[src/rtl/y86_seq_ctrl_pkg.sv]
// Shared definitions for the Y86 SEQ stage sequencer.
// Optional single-step mode is controlled by the Y86_SINGLE_STEP_EN macro.
package y86_seq_ctrl_pkg;

    // Instruction codes
    localparam logic [3:0] I_HALT   = 4'h0;
    localparam logic [3:0] I_NOP    = 4'h1;
    localparam logic [3:0] I_RRMOVL = 4'h2;
    localparam logic [3:0] I_IRMOVL = 4'h3;
    localparam logic [3:0] I_RMMOVL = 4'h4;
    localparam logic [3:0] I_MRMOVL = 4'h5;
    localparam logic [3:0] I_OPL    = 4'h6;
    localparam logic [3:0] I_JXX    = 4'h7;
    localparam logic [3:0] I_CALL   = 4'h8;
    localparam logic [3:0] I_RET    = 4'h9;
    localparam logic [3:0] I_PUSHL  = 4'hA;
    localparam logic [3:0] I_POPL   = 4'hB;

    // Processor status
    typedef enum logic [1:0] {
        STAT_AOK = 2'd0,
        STAT_HLT = 2'd1,
        STAT_ADR = 2'd2,
        STAT_INS = 2'd3
    } stat_t;

    // Sequencer states
    typedef enum logic [2:0] {
        S_FETCH     = 3'd0,
        S_DECODE    = 3'd1,
        S_EXECUTE   = 3'd2,
        S_MEMORY    = 3'd3,
        S_WRITEBACK = 3'd4,
        S_PCUPDATE  = 3'd5,
`ifdef Y86_SINGLE_STEP_EN
        S_STOP      = 3'd6,
        S_STEPWAIT  = 3'd7
`else
        S_STOP      = 3'd6
`endif
    } state_t;

    // Stage enable bit positions
    localparam int unsigned STAGE_W   = 6;
    localparam int unsigned STG_FETCH = 0;
    localparam int unsigned STG_DEC   = 1;
    localparam int unsigned STG_EX    = 2;
    localparam int unsigned STG_MEM   = 3;
    localparam int unsigned STG_WB    = 4;
    localparam int unsigned STG_PCUPD = 5;

    // Instructions that touch data memory
    function automatic logic needs_mem(input logic [3:0] icode);
        return (icode == I_RMMOVL) || (icode == I_MRMOVL) || (icode == I_CALL) ||
               (icode == I_RET)    || (icode == I_PUSHL)  || (icode == I_POPL);
    endfunction

    // Instructions that write the register file without a memory access
    function automatic logic needs_wb_only(input logic [3:0] icode);
        return (icode == I_RRMOVL) || (icode == I_IRMOVL) || (icode == I_OPL);
    endfunction

endpackage

[src/rtl/y86_pc_sel.sv]
// Combinational next-PC selection for the PCUPDATE stage.
module y86_pc_sel
    import y86_seq_ctrl_pkg::*;
#(
    parameter int unsigned PC_W = 32
) (
    input  logic [3:0]      icode,
    input  logic            cnd,
    input  logic [PC_W-1:0] valp,
    input  logic [PC_W-1:0] valc,
    input  logic [PC_W-1:0] valm,
    output logic [PC_W-1:0] next_pc
);

    // Taken jump and call go to the constant, ret to the popped address
    always_comb begin
        next_pc = valp;
        if ((icode == I_JXX && cnd) || icode == I_CALL) begin
            next_pc = valc;
        end else if (icode == I_RET) begin
            next_pc = valm;
        end
    end

endmodule

[src/rtl/y86_seq_ctrl.sv]
// Multi-cycle stage sequencer for the Y86 SEQ core; owns PC and status.
// Define Y86_SINGLE_STEP_EN to hold each new fetch until a step_i pulse.
module y86_seq_ctrl
    import y86_seq_ctrl_pkg::*;
#(
    parameter int unsigned    PC_W     = 32,
    parameter logic [PC_W-1:0] RESET_PC = '0
) (
    input  logic               clk,
    input  logic               rst,
    input  logic [3:0]         icode_i,
    input  logic               cnd_i,
    input  logic [PC_W-1:0]    valP_i,
    input  logic [PC_W-1:0]    valC_i,
    input  logic [PC_W-1:0]    valM_i,
    input  logic               mem_ack_i,
    input  logic               mem_err_i,
    input  logic               step_i,
    output logic               mem_req_o,
    output logic               mem_ifetch_o,
    output logic [STAGE_W-1:0] stage_en_o,
    output logic [PC_W-1:0]    pc_o,
    output logic [1:0]         stat_o,
    output logic               halted_o
);

    state_t          state, state_nxt;
    stat_t           stat, stat_nxt;
    logic [PC_W-1:0] pc, pc_nxt, pc_sel;
    logic            run;

`ifndef Y86_SINGLE_STEP_EN
    logic step_unused;
    assign step_unused = step_i;
`endif

    y86_pc_sel #(.PC_W(PC_W)) u_pc_sel (
        .icode   (icode_i),
        .cnd     (cnd_i),
        .valp    (valP_i),
        .valc    (valC_i),
        .valm    (valM_i),
        .next_pc (pc_sel)
    );

    // State, PC and status registers; run gates the first fetch until after reset
    always_ff @(posedge clk) begin
        if (rst) begin
            state <= S_FETCH;
            pc    <= RESET_PC;
            stat  <= STAT_AOK;
            run   <= 1'b0;
        end else begin
            state <= state_nxt;
            pc    <= pc_nxt;
            stat  <= stat_nxt;
            run   <= 1'b1;
        end
    end

    // Next-state, next-PC/status and per-state memory/stage outputs
    always_comb begin
        state_nxt    = state;
        pc_nxt       = pc;
        stat_nxt     = stat;
        mem_req_o    = 1'b0;
        mem_ifetch_o = 1'b0;
        stage_en_o   = '0;
        case (state)
            S_FETCH: begin
                if (run) begin
                    mem_req_o    = 1'b1;
                    mem_ifetch_o = 1'b1;
                    if (mem_ack_i) begin
                        stage_en_o[STG_FETCH] = 1'b1;
                        if (mem_err_i) begin
                            stat_nxt  = STAT_ADR;
                            state_nxt = S_STOP;
                        end else begin
                            state_nxt = S_DECODE;
                        end
                    end
                end
            end
            S_DECODE: begin
                stage_en_o[STG_DEC] = 1'b1;
                if (icode_i > I_POPL) begin
                    stat_nxt  = STAT_INS;
                    state_nxt = S_STOP;
                end else if (icode_i == I_HALT) begin
                    stat_nxt  = STAT_HLT;
                    state_nxt = S_STOP;
                end else begin
                    state_nxt = S_EXECUTE;
                end
            end
            S_EXECUTE: begin
                stage_en_o[STG_EX] = 1'b1;
                if (needs_mem(icode_i)) begin
                    state_nxt = S_MEMORY;
                end else if (needs_wb_only(icode_i)) begin
                    state_nxt = S_WRITEBACK;
                end else begin
                    state_nxt = S_PCUPDATE;
                end
            end
            S_MEMORY: begin
                mem_req_o = 1'b1;
                if (mem_ack_i) begin
                    stage_en_o[STG_MEM] = 1'b1;
                    if (mem_err_i) begin
                        stat_nxt  = STAT_ADR;
                        state_nxt = S_STOP;
                    end else if (icode_i == I_RMMOVL) begin
                        state_nxt = S_PCUPDATE;
                    end else begin
                        state_nxt = S_WRITEBACK;
                    end
                end
            end
            S_WRITEBACK: begin
                stage_en_o[STG_WB] = 1'b1;
                state_nxt          = S_PCUPDATE;
            end
            S_PCUPDATE: begin
                stage_en_o[STG_PCUPD] = 1'b1;
                pc_nxt                = pc_sel;
`ifdef Y86_SINGLE_STEP_EN
                state_nxt             = S_STEPWAIT;
`else
                state_nxt             = S_FETCH;
`endif
            end
`ifdef Y86_SINGLE_STEP_EN
            S_STEPWAIT: begin
                if (step_i) begin
                    state_nxt = S_FETCH;
                end
            end
`endif
            S_STOP: begin
                state_nxt = S_STOP;
            end
            default: begin
                state_nxt = S_FETCH;
            end
        endcase
    end

    assign pc_o     = pc;
    assign stat_o   = stat;
    assign halted_o = (state == S_STOP);

endmodule

[config.mk]
export PLATFORM = sky130hd
export DESIGN_NAME = y86_seq_ctrl
export DESIGN_NICKNAME = d
export VERILOG_FILES = /design/src/rtl/y86_seq_ctrl_pkg.sv /design/src/rtl/y86_pc_sel.sv /design/src/rtl/y86_seq_ctrl.sv
export SDC_FILE = /design/constraint.sdc
export NUM_CORES = 1
export LEC_CHECK = 0
export CORE_MARGIN = 2
export CORE_UTILIZATION = 38
export CTS_BUF_LIST = sky130_fd_sc_hd__clkbuf_4
export DETAILED_ROUTE_END_ITERATION = 12
export PLACE_DENSITY_LB_ADDON = 0.15
export SLEW_MARGIN = 20
export SYNTH_ARGS = -nofsm -noshare
export SYNTH_HDL_FRONTEND = slang
export SYNTH_HIERARCHICAL = 1
export SYNTH_SLANG_ARGS = --single-unit
[constraint.sdc]
create_clock -name clk -period 3.7 [get_ports clk]
set_clock_uncertainty 0.05 [all_clocks]
set_input_delay 0.555 -clock clk [delete_from_list [all_inputs] [get_ports clk]]
set_output_delay 0.555 -clock clk [all_outputs]
set_load 0.02 [all_outputs]
Yosys cells after proc, flatten, opt, wreduce, memory -nomap -nowiden
Cells that the tools add are included.

RAM bits: 0. Output and inout bits: 43. Word-level logic and storage cells: 70. Memories: 0. Latch bits: 0. Bits of input ports: 106. Bits in read-only memories: 0. Register bits after elaboration: 38.

Mux-type cells: 31. $mul: 0. Reductions and logical operators: 14. Shift operators: 0. Div/mod/pow operators: 0. Equal/unequal tests: 20. Bitwise gates (word level): 0. $add $sub $neg: 0. Magnitude comparators: 1.

Operators by type and width (number): $mux 32 (2); $mux 3 (8); $pmux 3 s6 (1); $eq 4x3->1 const B (4); $eq 4x4->1 const B (4); $mux 1 (13); $mux 2 (5); $eq 3x3->1 const B (3); $eq 4x2->1 const B (2); $logic_or 1x1->1 (8); $eq 3x2->1 const B (2); $ne 2x2->1 const B (3); $pmux 2 s3 (1); $reduce_and 3->1 (2); $gt 4x4->1 const B (1); $logic_not 4->1 (1); $eq 3x1->1 const B (1); $logic_not 3->1 (1); $ne 3x3->1 const B (1); $reduce_bool 3->1 (1); $pmux 1 s2 (1); $logic_and 1x1->1 (1).

Logic depth before layout (Yosys ltp)
Gate-level depths: netlist of the first run.

Depth after elaboration: 8. Depth in mapped cells: 7. Gate-level depth less buffers: 5.

Hierarchy
Netlist of the first run, hierarchy kept.

By module, submodules not included: y86_seq_ctrl (times used 1, area each 1610.3 um^2, cells an instance 201); y86_pc_sel (times used 1, area each 1097.3 um^2, cells an instance 75).

Worst setup path after synthesis of the first run
No wires, ideal clock.

Path type: in2reg. From: input port icode_i[1]. To: register pc[0], in the netlist pc_o[0]. Slack: 1.729 ns. Stages: 7. Data arrival time: 1.788 ns. Required time: 3.518 ns. Cells stage by stage: nor4bb_1 buf_4 buf_12 mux2_4 mux2_4 nand2_1 a21oi_1.

Word-level cells in the longest chain between the ends: 4. Elaborated cells between the ends (all ways): 7. Classes of those cells: eq/ne: 3; mux: 2; reduce/logical: 2.

Ends and longest elaborated chain: start, declared (RTL line y86_seq_ctrl.sv:11) `input logic [3:0] icode_i,`; $eq 4x3->1 (RTL line y86_pc_sel.sv:18) `if ((icode == I_JXX && cnd) || icode == I_CALL) begin`; $logic_and 1x1->1 (RTL line y86_pc_sel.sv:18); $logic_or 1x1->1 (RTL line y86_pc_sel.sv:18); $mux 32 (*) (RTL line y86_pc_sel.sv:18); via pc_sel[0] (RTL line y86_seq_ctrl.sv:29) `logic [PC_W-1:0] pc, pc_nxt, pc_sel;`; end signal, assigned (RTL line y86_seq_ctrl.sv:55) `pc <= pc_nxt;`; end, declared (RTL line y86_seq_ctrl.sv:29).

Mark *: on every way through the listed nets, which the timed path passes. The rest lies on a longest branch. A chain may end at the register's enable or synchronous reset.

Worst setup path in the final report of the first run
From: register state[0]. To: output port stage_en_o[5].

Word-level cells in the longest chain between the ends: 2.

Ends and longest elaborated chain: start, declared (RTL line y86_seq_ctrl.sv:27) `state_t state, state_nxt;`; start signal, assigned (RTL line y86_seq_ctrl.sv:54) `state <= state_nxt;`; $eq 3x3->1 (RTL line y86_seq_ctrl.sv:69) `case (state)`; $mux 1 (RTL line y86_seq_ctrl.sv:69); end, declared (RTL line y86_seq_ctrl.sv:21) `output logic [STAGE_W-1:0] stage_en_o,`.

No other way between the ends.

==> reports/results.ini, run 1 <==
[critical_path]
path_cells=nand3b_4, inv_2, clkdlybuf4s50_1
critPathRequiredTime_ns=3.09
crit_path_top_delay_cell=dfxtp_1
r2r_start=state[0]$_SDFFE_PP0P_
crit_family=buffers and inverters
crit_arrival_ns=2.23
worstSetupStartpointType=flop
r2r_setup_slack_ns=1.70
r2r_cells=5
crit_fanout=33
end_kind=output port
crit_type=reg -> out
crit_buf_inv=2
r2r_end=pc_o[18]$_SDFFE_PP0P_
cp_slowest_stage_delay_ns=0.66

[timing]
slew_headroom_pct=62.3
setup_tns_ns=0
fin_crit_ns=2.84
setup_viol=0
max_freq_mhz=352
slew_violations=0
worst_pin_slew_ns=0.563
hold_violations=0
fin_crit_sh_pct=76.7
rsz0062_at_grt=no
worst_slack_ns=0.862

[pwr]
vdd_ir_drop_max_uv=98.3
p_clk_share_pct=20.8
p_sw_share_pct=27.3
power_density_nw_per_um2=240
p_leak_nw=1.67
p_seq_share_pct=43.9
power_frac_comb_pct=35.4
internal_power_uw=737
p_sw_uw=277

[floorplanning]
pin_count=149
row_count=30
die_w_um=88.4
core_area_sq_um=6830
initial_utilization_pct=39.6
die_area_sq_um=7820
die_h_um=88.4

[clock_tree]
root_buffer=clkbuf_4
postCtsResizedCells=0
htreeDepth=2
cts_tree=done
clock_path_buffers=2
insertion_delay_ns=0.33
ctsHoldBuffers=0
cts_buffers=5
path_clk_slew_ns=0.11
clkSinkCount=38
cts_setup_buffers=0

[routing]
route.met2.wl_um=3490
routed.top_layer=met4
drc=0
drt_iter0_markers=46
antenna_left=0
drtPass1Iterations=4
wl_met1_um=2640
avgRoutedWirePerCell_um=13.2
wl_met3_um=559
routed_wl_um=6730
num_vias=2403
via_per_inst=4.70

[placed_design]
place.port_buffers=147
gp_congestion=0.845
dpl-instance-area_sq_um=4160
hpwl_um=5080
preCtsSetupSlack_ns=0.869

[synth]
yosysSeqAreaShare_pct=28.1
synth_seq_cells=38
synth_cell_types=42
syn_avg_cell_area_sq_um=9.81
ys_async_sr_fraction_pct=0
ys.flop_type=dfxtp_1
ys_top_cells_by_count=nand2_1 (67), mux2_4 (60), dfxtp_1 (38)
ys_warn_count=6
synth_nets=382
ys_top_cells_by_area=mux2_4 (33%), dfxtp_1 (28%), nand2_1 (9.3%), a21oi_1 (6.7%), buf_6 (2.5%)
yosysTopAreaCell=mux2_4
synth_most_common_cell=nand2_1
synth_edf_count=0
postSynthCellCount=276
yosysTopAreaCellShare_pct=33.3
netlist_area_sq_um=2710

[layout]
diodes=0
fin_area_sq_um=4220
syn2layout_area_growth_pct=55.8
n_fill_cell=622
drive_above_1_share_pct=21.4
nNetsFinal=520

[global_route]
overflow=0
antenna_found_initial=0
grt_max_degree=34
grtUsageTotal_pct=16.8
grt_pass1_vias=2329
grt_pass1_wl_um=10300

[min_path]
holdPathStages=2
min_delay_worst_endpoint=pc_o[7]$_SDFFE_PP0P_
hp-start=pc_o[7]$_SDFFE_PP0P_
hp-class=reg -> reg

[run_status]
status=complete, no violations

[job]
maxCapViolations=0

logic make-up after synthesis:
| family | after synthesis | synth area share (%) |
|---|---|---|
| flops | 38 | 28.1 |
| mux | 64 | 34.9 |
| compound gates | 55 | 12.2 |
| buf+inv | 27 | 8.50 |
| simple gates | 92 | 16.3 |
per-layer routing:
| metal | vias to the layer above | GRT usage, % |
|---|---|---|
| met5 | - | 0 |
| li1 | 1232 | - |
| met1 | 1082 | 17.3 |
| met3 | 2 | 6.34 |
| met4 | 0 | 4.41 |
| met2 | 87 | 31.8 |
area by class of cell:
type	count	area, sq um	area share (%)
clock buffer	6	45.0	1.07
sequential	38	761	18.0
inverter	6	22.5	0.534
tap	96	120	2.85
clock inverter	2	8.76	0.208
timing repair buffer	152	1520	36.1
multi-input combinational	211	1740	41.2
sequential cells by signal (all words and copies together), names as in the netlist:
| register | flops |
|---|---|
| state | 3 |
| pc_o | 32 |
| run | 1 |
| stat_o | 2 |
worst reg2reg max path, cell delays in order (launching register included):
cell and delay (ns):
dfxtp_1 0.66, nand3b_4 0.46, inv_2 0.16, buf_4 0.34, nand2_1 0.11, a21oi_1 0.15
layout by cell type (no fill, tap or decap), types with 2 or more instances in the layout:
cell             instances
and2_1                   3
mux2_2                   4
o21ai_0                  5
nand2_1                 67
clkdlybuf4s50_1        147
clkbuf_4                 6
inv_1                    4
mux2_4                  60
inv_2                    2
and3_1                   2
o31a_1                   2
a21oi_1                 36
buf_4                    4
dfxtp_1                 38
nor3_1                   2
nor2_1                   6
worst max path at each step:
stage,depth (start not counted),endpoint,startpoint,slack [ns]
5_1_grt,3,stage_en_o[5],state[0]$_SDFFE_PP0P_,0.67
4_1_cts,3,stage_en_o[5],state[0]$_SDFFE_PP0P_,0.82
6_report,3,stage_en_o[5],state[0]$_SDFFE_PP0P_,0.86
2_1_floorplan,7,pc_o[0]$_SDFFE_PP0P_,icode_i[1],1.73
3_3_place_gp,7,pc_o[21]$_SDFFE_PP0P_,icode_i[3],0.88
3_5_place_dp,7,pc_o[31]$_SDFFE_PP0P_,icode_i[3],0.87
power groups by stage:
stage                     logic (mW)  clock network [mW]  registers [mW]
final                          0.359               0.211           0.445
after global routing           0.384               0.239           0.448
after CTS                      0.361               0.221           0.445
after detailed placement       0.360                   0           0.454
after global placement         0.356                   0           0.453
after floorplan                0.201                   0           0.451
metrics by stage:
step	std cells	power [mW]	hold slack, ns	utilization (%)
floorplan	276	0.653	0.483	-
global placement	503	0.809	0.391	61.0
detailed placement	503	0.814	0.395	61.0
CTS	511	1.03	0.410	61.7
global route	511	1.07	0.430	61.7
finish	511	1.01	0.408	61.7
Power figures use the tool's default switching activity.
==> run 2: changes to the inputs <==
==> constraint.sdc (replaced) <==
create_clock -name clk -period 2.9 [get_ports clk]
set_clock_uncertainty 0.05 [all_clocks]
set_input_delay 0.435 -clock clk [delete_from_list [all_inputs] [get_ports clk]]
set_output_delay 0.435 -clock clk [all_outputs]
set_load 0.02 [all_outputs]
==> run 2 against run 1 <==
Against the previous run:
- utilization is 0.49 points higher
- highest routed layer unchanged
- die area stayed put
- largest cell class unchanged
- critical endpoint is now mem_req_o
- combinational power is 28% higher
==> reports/results.ini, run 2 (synthesized netlist as in run 1, its figures left out) <==
[run_status]
status=complete, no violations

[critical_path]
crit_path_top_delay_cell=dfxtp_1
end_kind=output port
cp-startpoint=state[0]$_SDFFE_PP0P_
crit_type=reg -> out
cp_slowest_stage_delay_ns=0.67
crit_arrival_ns=2.07
worstSetupStartpointType=flop
r2r_start=state[0]$_SDFFE_PP0P_
path_cells=and2_1, a21oi_2, nor2_1, clkdlybuf4s50_1
crit_fanout=15
critPathRequiredTime_ns=2.41

[global_route]
antenna_found_initial=0
grt_pass1_wl_um=10400
grt_pass1_vias=2289
grtUsageTotal_pct=16.9
overflow=0
grt_max_degree=33

[min_path]
hp-start=pc_o[28]$_SDFFE_PP0P_
hp-class=reg -> reg

[timing]
slew_headroom_pct=56.6
worst_slack_ns=0.349
fin_crit_sh_pct=88.0
fin_crit_ns=2.55
worst_pin_slew_ns=0.649
hold_ws_ns=0.409
hold_violations=0
rsz0062_at_grt=no
setup_viol=0
setup_tns_ns=0
max_freq_mhz=392
slew_violations=0

[routing]
antenna_left=0
route.met2.wl_um=3580
routed_wl_um=6780
via_per_inst=4.78
avgRoutedWirePerCell_um=13.2
drt_iter0_markers=27
routed.top_layer=met4
drc=0
num_vias=2450
wl_met1_um=2600
drtPass1Iterations=4
wl_met3_um=530

[layout]
layout_common_cells=clkdlybuf4s50_1 (147), nand2_1 (67), mux2_4 (60)
diodes=0
mostFrequentLayoutCell=clkdlybuf4s50_1
fin_cells=513
largest_reg_flops=32
drive_above_1_share_pct=22.1
nNetsFinal=523
fin_area_sq_um=4250
syn2layout_area_growth_pct=57.0

[floorplanning]
initial_utilization_pct=39.6
pin_count=149
die_w_um=88.4
row_count=30
die_area_sq_um=7820
die_h_um=88.4
core_area_sq_um=6830

[job]
maxCapViolations=0

[pwr]
power_density_nw_per_um2=306
internal_power_uw=953
power_frac_comb_pct=35.4
p_sw_share_pct=26.8
p_seq_share_pct=43.6
p_sw_uw=349
vdd_ir_drop_max_uv=153
p_clk_share_pct=21.0
p_leak_nw=1.69

[clock_tree]
ctsHoldBuffers=0
clkSinkCount=38
clock_path_buffers=2
root_buffer=clkbuf_4
cts_setup_buffers=0
path_clk_slew_ns=0.12
cts_tree=done
insertion_delay_ns=0.33
htreeDepth=2
cts_buffers=5
postCtsResizedCells=0

[placed_design]
hpwl_um=5210
post-place-cells=506
preCtsSetupSlack_ns=0.218
place.port_buffers=147
gp_congestion=0.855
dpl-instance-area_sq_um=4200

run 2: cell type report:
type,count,area (sq um)
repair buffers,155,1560
inverters,6,22.5
fillers,637,2580
well taps,96,120
clock buffers,7,52.6
flip-flops and latches,38,761
multi-input cells,211,1740
run 2: final timing paths:
check,depth (start not counted),to,slack (ns)
hold / removal,2,pc_o[28]$_SDFFE_PP0P_,0.41
setup / recovery,4,mem_req_o,0.35
hold reg to reg,2,pc_o[28]$_SDFFE_PP0P_,0.41
setup reg to reg,5,pc_o[5]$_SDFFE_PP0P_,1.32
run 2: layer usage:
layer	up-vias	track usage [%]
li1	1238	-
met1	1115	18.4
met2	90	31.6
met3	7	5.32
met4	0	4.55
met5	-	0
run 2: worst max-delay path: cells and delay by family (launching register included):
| kind | cells | cell delay (ns) |
|---|---|---|
| buffers and inverters | 1 | 0.61 |
| flip-flops | 1 | 0.67 |
| AND/OR/NAND/NOR | 2 | 0.38 |
| AO/OA/AOI/OAI | 1 | 0.07 |
run 2: power by group through the flow:
stage | Sequential, mW | Clock (mW) | Combinational (mW)
floorplan | 0.576 | 0 | 0.257
detailed placement | 0.579 | 0 | 0.465
global placement | 0.579 | 0 | 0.458
finish | 0.568 | 0.273 | 0.461
CTS | 0.567 | 0.290 | 0.467
global route | 0.572 | 0.306 | 0.495
run 2: per-stage QoR:
stage,total power [mW],utilization [%]
5_1_grt,1.37,62.2
3_3_place_gp,1.04,61.5
6_report,1.30,62.2
3_5_place_dp,1.04,61.5
4_1_cts,1.32,62.2
2_1_floorplan,0.833,-
==> run 3: changes to the inputs <==
--- a/config.mk
+++ b/config.mk
@@ -10,7 +10,6 @@
 export CTS_BUF_LIST = sky130_fd_sc_hd__clkbuf_4
 export DETAILED_ROUTE_END_ITERATION = 12
 export PLACE_DENSITY_LB_ADDON = 0.15
-export SLEW_MARGIN = 20
 export SYNTH_ARGS = -nofsm -noshare
 export SYNTH_HDL_FRONTEND = slang
 export SYNTH_HIERARCHICAL = 1
==> constraint.sdc (replaced) <==
create_clock -name clk -period 2.65 [get_ports clk]
set_clock_uncertainty 0.05 [all_clocks]
set_input_delay 0.3975 -clock clk [delete_from_list [all_inputs] [get_ports clk]]
set_output_delay 0.3975 -clock clk [all_outputs]
set_load 0.02 [all_outputs]
==> run 3 against run 2 <==
Against the previous run:
- power grew 8.3%
- sequential power grew 9.5%
- sequential cell count is the same
- largest cell class unchanged
- critical path depth is the same
- register-to-register slack lost 0.21 ns
- final area grew 0.71%
- combinational power grew 11%
- setup slack lost 0.21 ns
==> reports/results.ini, run 3 (synthesized netlist as in run 1, its figures left out) <==
[layout]
drive_above_1_share_pct=22.6
largest_reg_flops=32
n_fill_cell=604
nNetsFinal=526
mostFrequentLayoutCell=clkdlybuf4s50_1
syn2layout_area_growth_pct=58.1
diodes=0
layout_common_cells=clkdlybuf4s50_1 (147), nand2_1 (67), mux2_4 (60)

[global_route]
grtUsageTotal_pct=17.5
grt_max_degree=33
antenna_found_initial=0
overflow=0
grt_pass1_wl_um=10800
grt_pass1_vias=2409

[critical_path]
worstSetupStartpointType=flop
r2r_start=state[0]$_SDFFE_PP0P_
cp-startpoint=state[0]$_SDFFE_PP0P_
critPathRequiredTime_ns=2.20
crit_arrival_ns=2.06
crit_fanout=15
crit_type=reg -> out
end_kind=output port

[routing]
drtPass1Iterations=4
drt_iter0_markers=40
num_vias=2439
avgRoutedWirePerCell_um=13.3
drc=0
antenna_left=0
via_per_inst=4.73
routed_wl_um=6880

[pwr]
vdd_ir_drop_max_uv=158
power_density_nw_per_um2=329
total_power_mw=1.41
p_leak_nw=1.71

[clock_tree]
clock_path_buffers=2
cts_tree=done
postCtsResizedCells=0
cts_buffers=5
htreeDepth=2
clkSinkCount=38
ctsHoldBuffers=0
root_buffer=clkbuf_4
insertion_delay_ns=0.33
cts_setup_buffers=0
path_clk_slew_ns=0.11

[timing]
setup_tns_ns=0
rsz0062_at_grt=no
slew_headroom_pct=65.5
setup_viol=0
max_freq_mhz=399
slew_violations=0
worst_pin_slew_ns=0.517
fin_crit_ns=2.51
fin_crit_sh_pct=94.6
hold_violations=0

[placed_design]
hpwl_um=5340
gp_congestion=0.837
place.port_buffers=147

[floorplanning]
die_w_um=88.4
initial_utilization_pct=39.6
row_count=30
die_h_um=88.4
die_area_sq_um=7820
pin_count=149
core_area_sq_um=6830

[job]
maxCapViolations=0

[min_path]
hp-class=reg -> reg
hp-start=pc_o[26]$_SDFFE_PP0P_

[run_status]
status=complete, no violations

==> run 3: changes by cell type in the layout (fill, tap and decap cells not counted) <==
cell and change:
clkinv_2 +2, buf_12 +1, buf_4 +2, clkbuf_4 -2
==> run 3: critical path, cell delays in order, from the launching register on <==
cell and delay [ns]:
dfxtp_1 0.66, and2_1 0.26, a21oi_2 0.06, nor2_1 0.12
clkdlybuf4s50_1 0.62
==> run 3: cell type report <==
class | count | area [sq um] | area share, %
inverter | 6 | 22.5 | 0.526
clock buffer | 5 | 37.5 | 0.877
sequential | 38 | 761 | 17.8
clock inverter | 2 | 10.0 | 0.234
timing repair buffer | 158 | 1590 | 37.2
multi-input combinational | 211 | 1740 | 40.6
tap | 96 | 120 | 2.81
==> run 3: per-stage QoR <==
stage / setup slack, ns / utilization, % / std cells / cell area (sq um) / hold WS, ns
floorplan: 0.837 / - / 276 / 2710 / 0.483
global route: 0.0122 / 62.7 / 516 / 4280 / 0.422
detailed placement: 0.154 / 62.0 / 509 / 4230 / 0.396
CTS: 0.160 / 62.7 / 516 / 4280 / 0.411
global placement: 0.161 / 62.0 / 509 / 4230 / 0.391
finish: 0.144 / 62.7 / 516 / 4280 / 0.408
==> run 3: worst paths after layout <==
check	end	slack (ns)	cells after the start
max	mem_req_o	0.14	4
min	pc_o[26]$_SDFFE_PP0P_	0.41	2
max reg2reg	pc_o[25]$_SDFFE_PP0P_	1.11	5
min reg2reg	pc_o[26]$_SDFFE_PP0P_	0.41	2
==> run 3: layer usage <==
metal | vias up | track usage (%) | share of wire, %
met4 | 0 | 3.72 | 0.90
li1 | 1239 | - | -
met3 | 5 | 5.88 | 8.2
met2 | 90 | 33.9 | 54
met1 | 1105 | 18.1 | 37
met5 | - | 0 | 0
==> run 3: power by group <==
| group | total, mW | internal (mW) | switching, mW |
|---|---|---|---|
| logic | 0.510 | 0.337 | 0.173 |
| clock network | 0.278 | 0.0955 | 0.183 |
| registers | 0.622 | 0.590 | 0.0323 |
| total | 1.41 | 1.02 | 0.388 |
==> patch 1, RTL diff (settings of run 2) <==
Re-encode `state_t` (7 states) as one-hot, 7 bits wide.
--- a/src/rtl/y86_seq_ctrl_pkg.sv
+++ b/src/rtl/y86_seq_ctrl_pkg.sv
@@ -27,9 +27,9 @@
     // Sequencer states
-    typedef enum logic [2:0] {
-        S_FETCH     = 3'd0,
-        S_DECODE    = 3'd1,
-        S_EXECUTE   = 3'd2,
-        S_MEMORY    = 3'd3,
-        S_WRITEBACK = 3'd4,
-        S_PCUPDATE  = 3'd5,
+    typedef enum logic [6:0] {
+        S_FETCH     = 7'b0000001,
+        S_DECODE    = 7'b0000010,
+        S_EXECUTE   = 7'b0000100,
+        S_MEMORY    = 7'b0001000,
+        S_WRITEBACK = 7'b0010000,
+        S_PCUPDATE  = 7'b0100000,
 `ifdef Y86_SINGLE_STEP_EN
@@ -38,3 +38,3 @@
 `else
-        S_STOP      = 3'd6
+        S_STOP      = 7'b1000000
 `endif
Behaviour: no difference found for any inputs over 10 cycles, from zero or initial values and one cycle with rst high; not proved beyond that.
==> patch 1 against run 2 <==
  * Synthesized area is 9.2% higher
  * Power decreased by 3.0%
  * Cell area is 7.2% higher
  * Core utilization is 2.7 points lower
  * Via count rose by 12%
  * Sequential share of layout area increased by 0.56 points
  * Critical path depth fell by 1
  * Synthesized cell count rose by 12%
  * Global-route usage rose by 0.99 points
  * Routed wire length grew 14%
  * Sequential cell count up 4
  * Worst setup slack worse by 0.23 ns
  * Critical path type unchanged
  * Largest cell class unchanged
  * Largest power group unchanged
  * Highest routed layer unchanged
==> patch 1: results (changes against run 2) <==
GRT Total Usage -> 17.90% (+0.99 points)
R2R depth -> 4 (-1)
Critical path's top delay family -> simple AND/OR/NAND/NOR gates
Compound-Gate Fraction of Synth Area -> 12.19% (about the same)
Post-synthesis net count -> 416 (+8.9%)
Critical-path maximum fanout -> 9 (-6)
Largest vdd supply drop -> 163.1 uV (+6.8%)
Avg Inst Size Synth -> 9.537 um^2 (-2.8%)
Final Net Count -> 559 (+6.9%)
Static Leak -> 0.001826 uW (+8.1%)
Detailed Place HPWL -> 5992 um (+15%)
CP max stage cell -> clkdlybuf4s50_1
Share of cells above drive strength 1 -> 21.37% (-0.70 points)
Worst R2R Start -> state[1]
First-pass GRT wire length -> 12250 um (+17%)
Post-synthesis mux area share -> 31.99% (-2.9 points)
Cts repair resizes -> 2 (+2)
Post-synth top cells -> 68 x nand2_1, 60 x mux2_4, 42 x dfxtp_1, 39 x a21oi_1
Worst setup path start -> state[0]
Fill cells -> 691 (+8.5%)
Final WL -> 7697 um (+14%)
Worst setup margin -> 0.1182 ns (-0.2310 ns)
Iter 0 DRT Violations -> 44 (+63%)
Post-synthesis sequential area ratio -> 28.44% (+0.34 points)
Pre-CTS WS -> 0.2335 ns (+0.01568 ns)
Critical path endpoint -> stage_en_o[1]
R2R Path End -> state[5]
Top post-synthesis cells by area -> mux2_4 30%, dfxtp_1 28%, nand2_1 8.6%
# placed instances -> 548 (+8.3%)
Outcome -> completed
R2R setup slack -> 1.05 ns (-0.27 ns)
Vias -> 2747 (+12%)
Worst Path Arrival -> 2.30 ns (+0.23 ns)
Via density -> 4.941 (+3.5%)
## patch 1: cell type report
class	count	share of cell area (%)
Clock buffer	6	0.9887
Multi-Input combinational cell	240	42.49
Clock inverter	2	0.1923
Inverter	5	0.4120
Sequential cell	42	18.46
Tap cell	102	2.801
Timing Repair Buffer	159	34.66
## patch 1: how the worst min path moves through the flow
| stage | from | end | slack [ns] | cells after the start |
|---|---|---|---|---|
| final | pc_o[8] | pc_o[8] | 0.41 | 2 |
| after global routing | pc_o[8] | pc_o[8] | 0.43 | 2 |
| after CTS | pc_o[29] | pc_o[29] | 0.41 | 2 |
| after detailed placement | pc_o[29] | pc_o[29] | 0.40 | 2 |
| after global placement | pc_o[29] | pc_o[29] | 0.39 | 2 |
| after floorplan | run | state[1] | 0.45 | 2 |
## patch 1: layer usage
metal	up-vias	part of all wire, %	GRT usage (%)
met1	1259	40	19.25
met3	6	7.8	5.916
met4	0	1.4	5.224
met5	-	0	0
li1	1376	-	-
met2	106	51	33.15
## patch 1: where the power goes
part,total [uW],internal [uW],leakage [uW],switching [uW]
logic,388,267,0.00145,121
clock network,284,101,0.0000331,183
registers,592,582,0.000339,9.48
## patch 1: stage by stage
| step | instance area, um^2 | power [uW] | utilization, % |
|---|---|---|---|
| global route | 4556 | 1331 | 59.57 |
| CTS | 4548 | 1282 | 59.47 |
| floorplan | 2957 | 807.4 | - |
| finish | 4556 | 1264 | 59.57 |
| global placement | 4497 | 989.9 | 58.80 |
| detailed placement | 4497 | 995.6 | 58.80 |
## patch 1: worst reg2reg max path, delay by kind of cell (launching register included)
kind / cells / cell delay (ns)
flip-flops: 1 / 0.41
AND/OR/NAND/NOR: 3 / 1.20
AO/OA/AOI/OAI: 1 / 0.15
==> patch 2, RTL diff (config.mk and constraints of run 2) <==
Made on the original files. Build with the macro `Y86_SINGLE_STEP_EN` defined.
--- a/src/rtl/y86_seq_ctrl_pkg.sv
+++ b/src/rtl/y86_seq_ctrl_pkg.sv
@@ -2,2 +2,4 @@
 // Optional single-step mode is controlled by the Y86_SINGLE_STEP_EN macro.
+`define Y86_SINGLE_STEP_EN
+
 package y86_seq_ctrl_pkg;
Check against the original RTL: not equivalent (Yosys sat finds a counterexample within 10 cycles, from zero or initial values and one cycle with rst high).
==> patch 2 against run 2 <==
  * Worst setup slack worse by 0.094 ns
  * Global-route usage up 0.74 points
  * Sequential power up 24%
  * Combinational power up 96%
  * Routed wire length up 3.2%
  * Power up 52%
  * Sequential cell count unchanged
  * Cell area up 0.97%
  * Non-clock buffer count up 2
  * Synthesized area up 0.18%
==> patch 2: results (changes against run 2) <==
Distinct cells, synth -> 47 (+12%)
Post-synthesis net count -> 388 (+1.6%)
Hold slack -> 0.4094 ns (+0.0005960 ns)
Hold_sp -> pc_o[16]
Share of cells above drive strength 1 -> 21.65% (-0.42 points)
R2R depth -> 6 (+1)
Ant diodes -> 0 (unchanged)
Iter 0 DRT Violations -> 51 (+89%)
Critical path's top delay family -> flip-flops
Worst R2R Start -> state[0]
Via density -> 4.726 (-1.1%)
Largest vdd supply drop -> 183.8 uV (+20%)
Final Net Count -> 530 (+1.3%)
Top post-synthesis cells by area -> mux2_4 33%, dfxtp_1 28%, nand2_1 9.8%
Worst slew pin tran -> 0.6219 ns (-0.02714 ns)
Worst Path Arrival -> 2.16 ns (+0.09 ns)
Clock transition at the registers of the reported paths -> 0.11 ns
Initial antenna violation count -> 0 (unchanged)
Async S/R FF share, synth -> 0% (unchanged)
Vias in the first global route -> 2346 (+2.5%)
Max FFs per register -> 32 (unchanged)
Worst Hold Path Cells -> 2 (unchanged)
Compound-Gate Fraction of Synth Area -> 11.58% (-0.62 points)
Hold WC Path Type -> register to register
First-pass GRT wire length -> 10890 um (+4.3%)
Outcome -> completed
Critical-path maximum fanout -> 15 (unchanged)
CTS Buffer Depth -> 2 (unchanged)
Cts repair resizes -> 0 (unchanged)
Post-synthesis mux area share -> 35.24% (+0.30 points)
Area share of fa/ha/maj cells after synthesis -> 0% (unchanged)
Post-CTS setup buffer count -> 0 (unchanged)
Detailed Place HPWL -> 5325 um (+2.1%)
R2R Path End -> pc_o[13]
XOR/XNOR Fraction of Synth Area -> 0% (unchanged)
Worst setup path start -> state[1]
Port Buffer Count -> 148 (+0.68%)
Depth of the CTS H-tree -> 2 (unchanged)
GRT Total Usage -> 17.64% (+0.74 points)
Post-synthesis sequential area ratio -> 28.04% (-0.052 points)
DR pass1 iterations -> 6 (+2)
Delay of the slowest critical-path stage -> 0.69 ns (+0.02 ns)
Buffer type at the clock tree root -> clkbuf_4
Gpl congestion -> 0.8047 (-5.9%)
DIE AREA -> 7830 um^2 (+0.18%)
Largest net degree at the start of global routing -> 33 (unchanged)
Final WL -> 6994 um (+3.2%)
Static Leak -> 0.001723 uW (+2.0%)
WHS Endpoint -> pc_o[16]
R2R setup slack -> 1.10 ns (-0.22 ns)
Post-synth top cells -> 71 x nand2_1, 60 x mux2_4, 38 x dfxtp_1, 37 x a21oi_1
-- patch 2: cell types whose count changed in the layout (fill, tap and decap cells not counted), moves of 2 or more --
cell	before	now
o21ai_0	5	3
buf_4	6	9
nor2_1	6	8
buf_12	2	0
nand2_1	67	71
-- patch 2: cell type report --
type | count | area [um^2]
repair buffers | 157 | 1549
multi-input cells | 217 | 1762
clock buffers | 7 | 52.55
clock inverters | 1 | 30.03
well taps | 96 | 120.1
fillers | 607 | 2576
flip-flops and latches | 38 | 760.7
inverters | 5 | 18.77
-- patch 2: how the worst max path moves through the flow --
stage	slack, ns	end	depth (start not counted)
floorplan	1.05	pc_o[0]	7
global placement	0.30	pc_o[31]	7
detailed placement	0.26	pc_o[31]	7
CTS	0.27	stage_en_o[2]	4
global route	0.11	stage_en_o[2]	4
finish	0.26	stage_en_o[2]	4
-- patch 2: worst register-to-register path, delay by kind of cell (launching register included) --
family,cells,cell delay (ns)
DFF,1,0.70
buffers and inverters,2,0.41
and+or+nand+nor,3,0.44
AOI/OAI and AO/OA,1,0.14
-- patch 2: where the power goes --
group          internal, uW  switching (uW)
logic                   519             383
registers               587             117
clock network           202             172
-- patch 2: cells by family after synthesis --
| logic type | Yosys count |
|---|---|
| buf+inv | 27 |
| simple gates | 100 |
| flops | 38 |
| compound gates | 52 |
| mux | 65 |
-- patch 2: layer usage --
layer | share of wire [%] | track usage (%) | routed length [um]
met3 | 8.8 | 6.437 | 612
met4 | 0.56 | 3.994 | 39
met1 | 39 | 20.98 | 2757
met2 | 51 | 30.49 | 3585
met5 | 0 | 0 | 0
-- patch 2: stage by stage --
stage,cell area (um^2),util (%),cells,setup slack [ns]
floorplan,2713,-,282,1.047
global placement,4210,61.29,513,0.3011
detailed placement,4210,61.29,513,0.2634
CTS,4293,62.50,521,0.2736
global route,4293,62.50,521,0.1087
finish,4293,62.50,521,0.2553
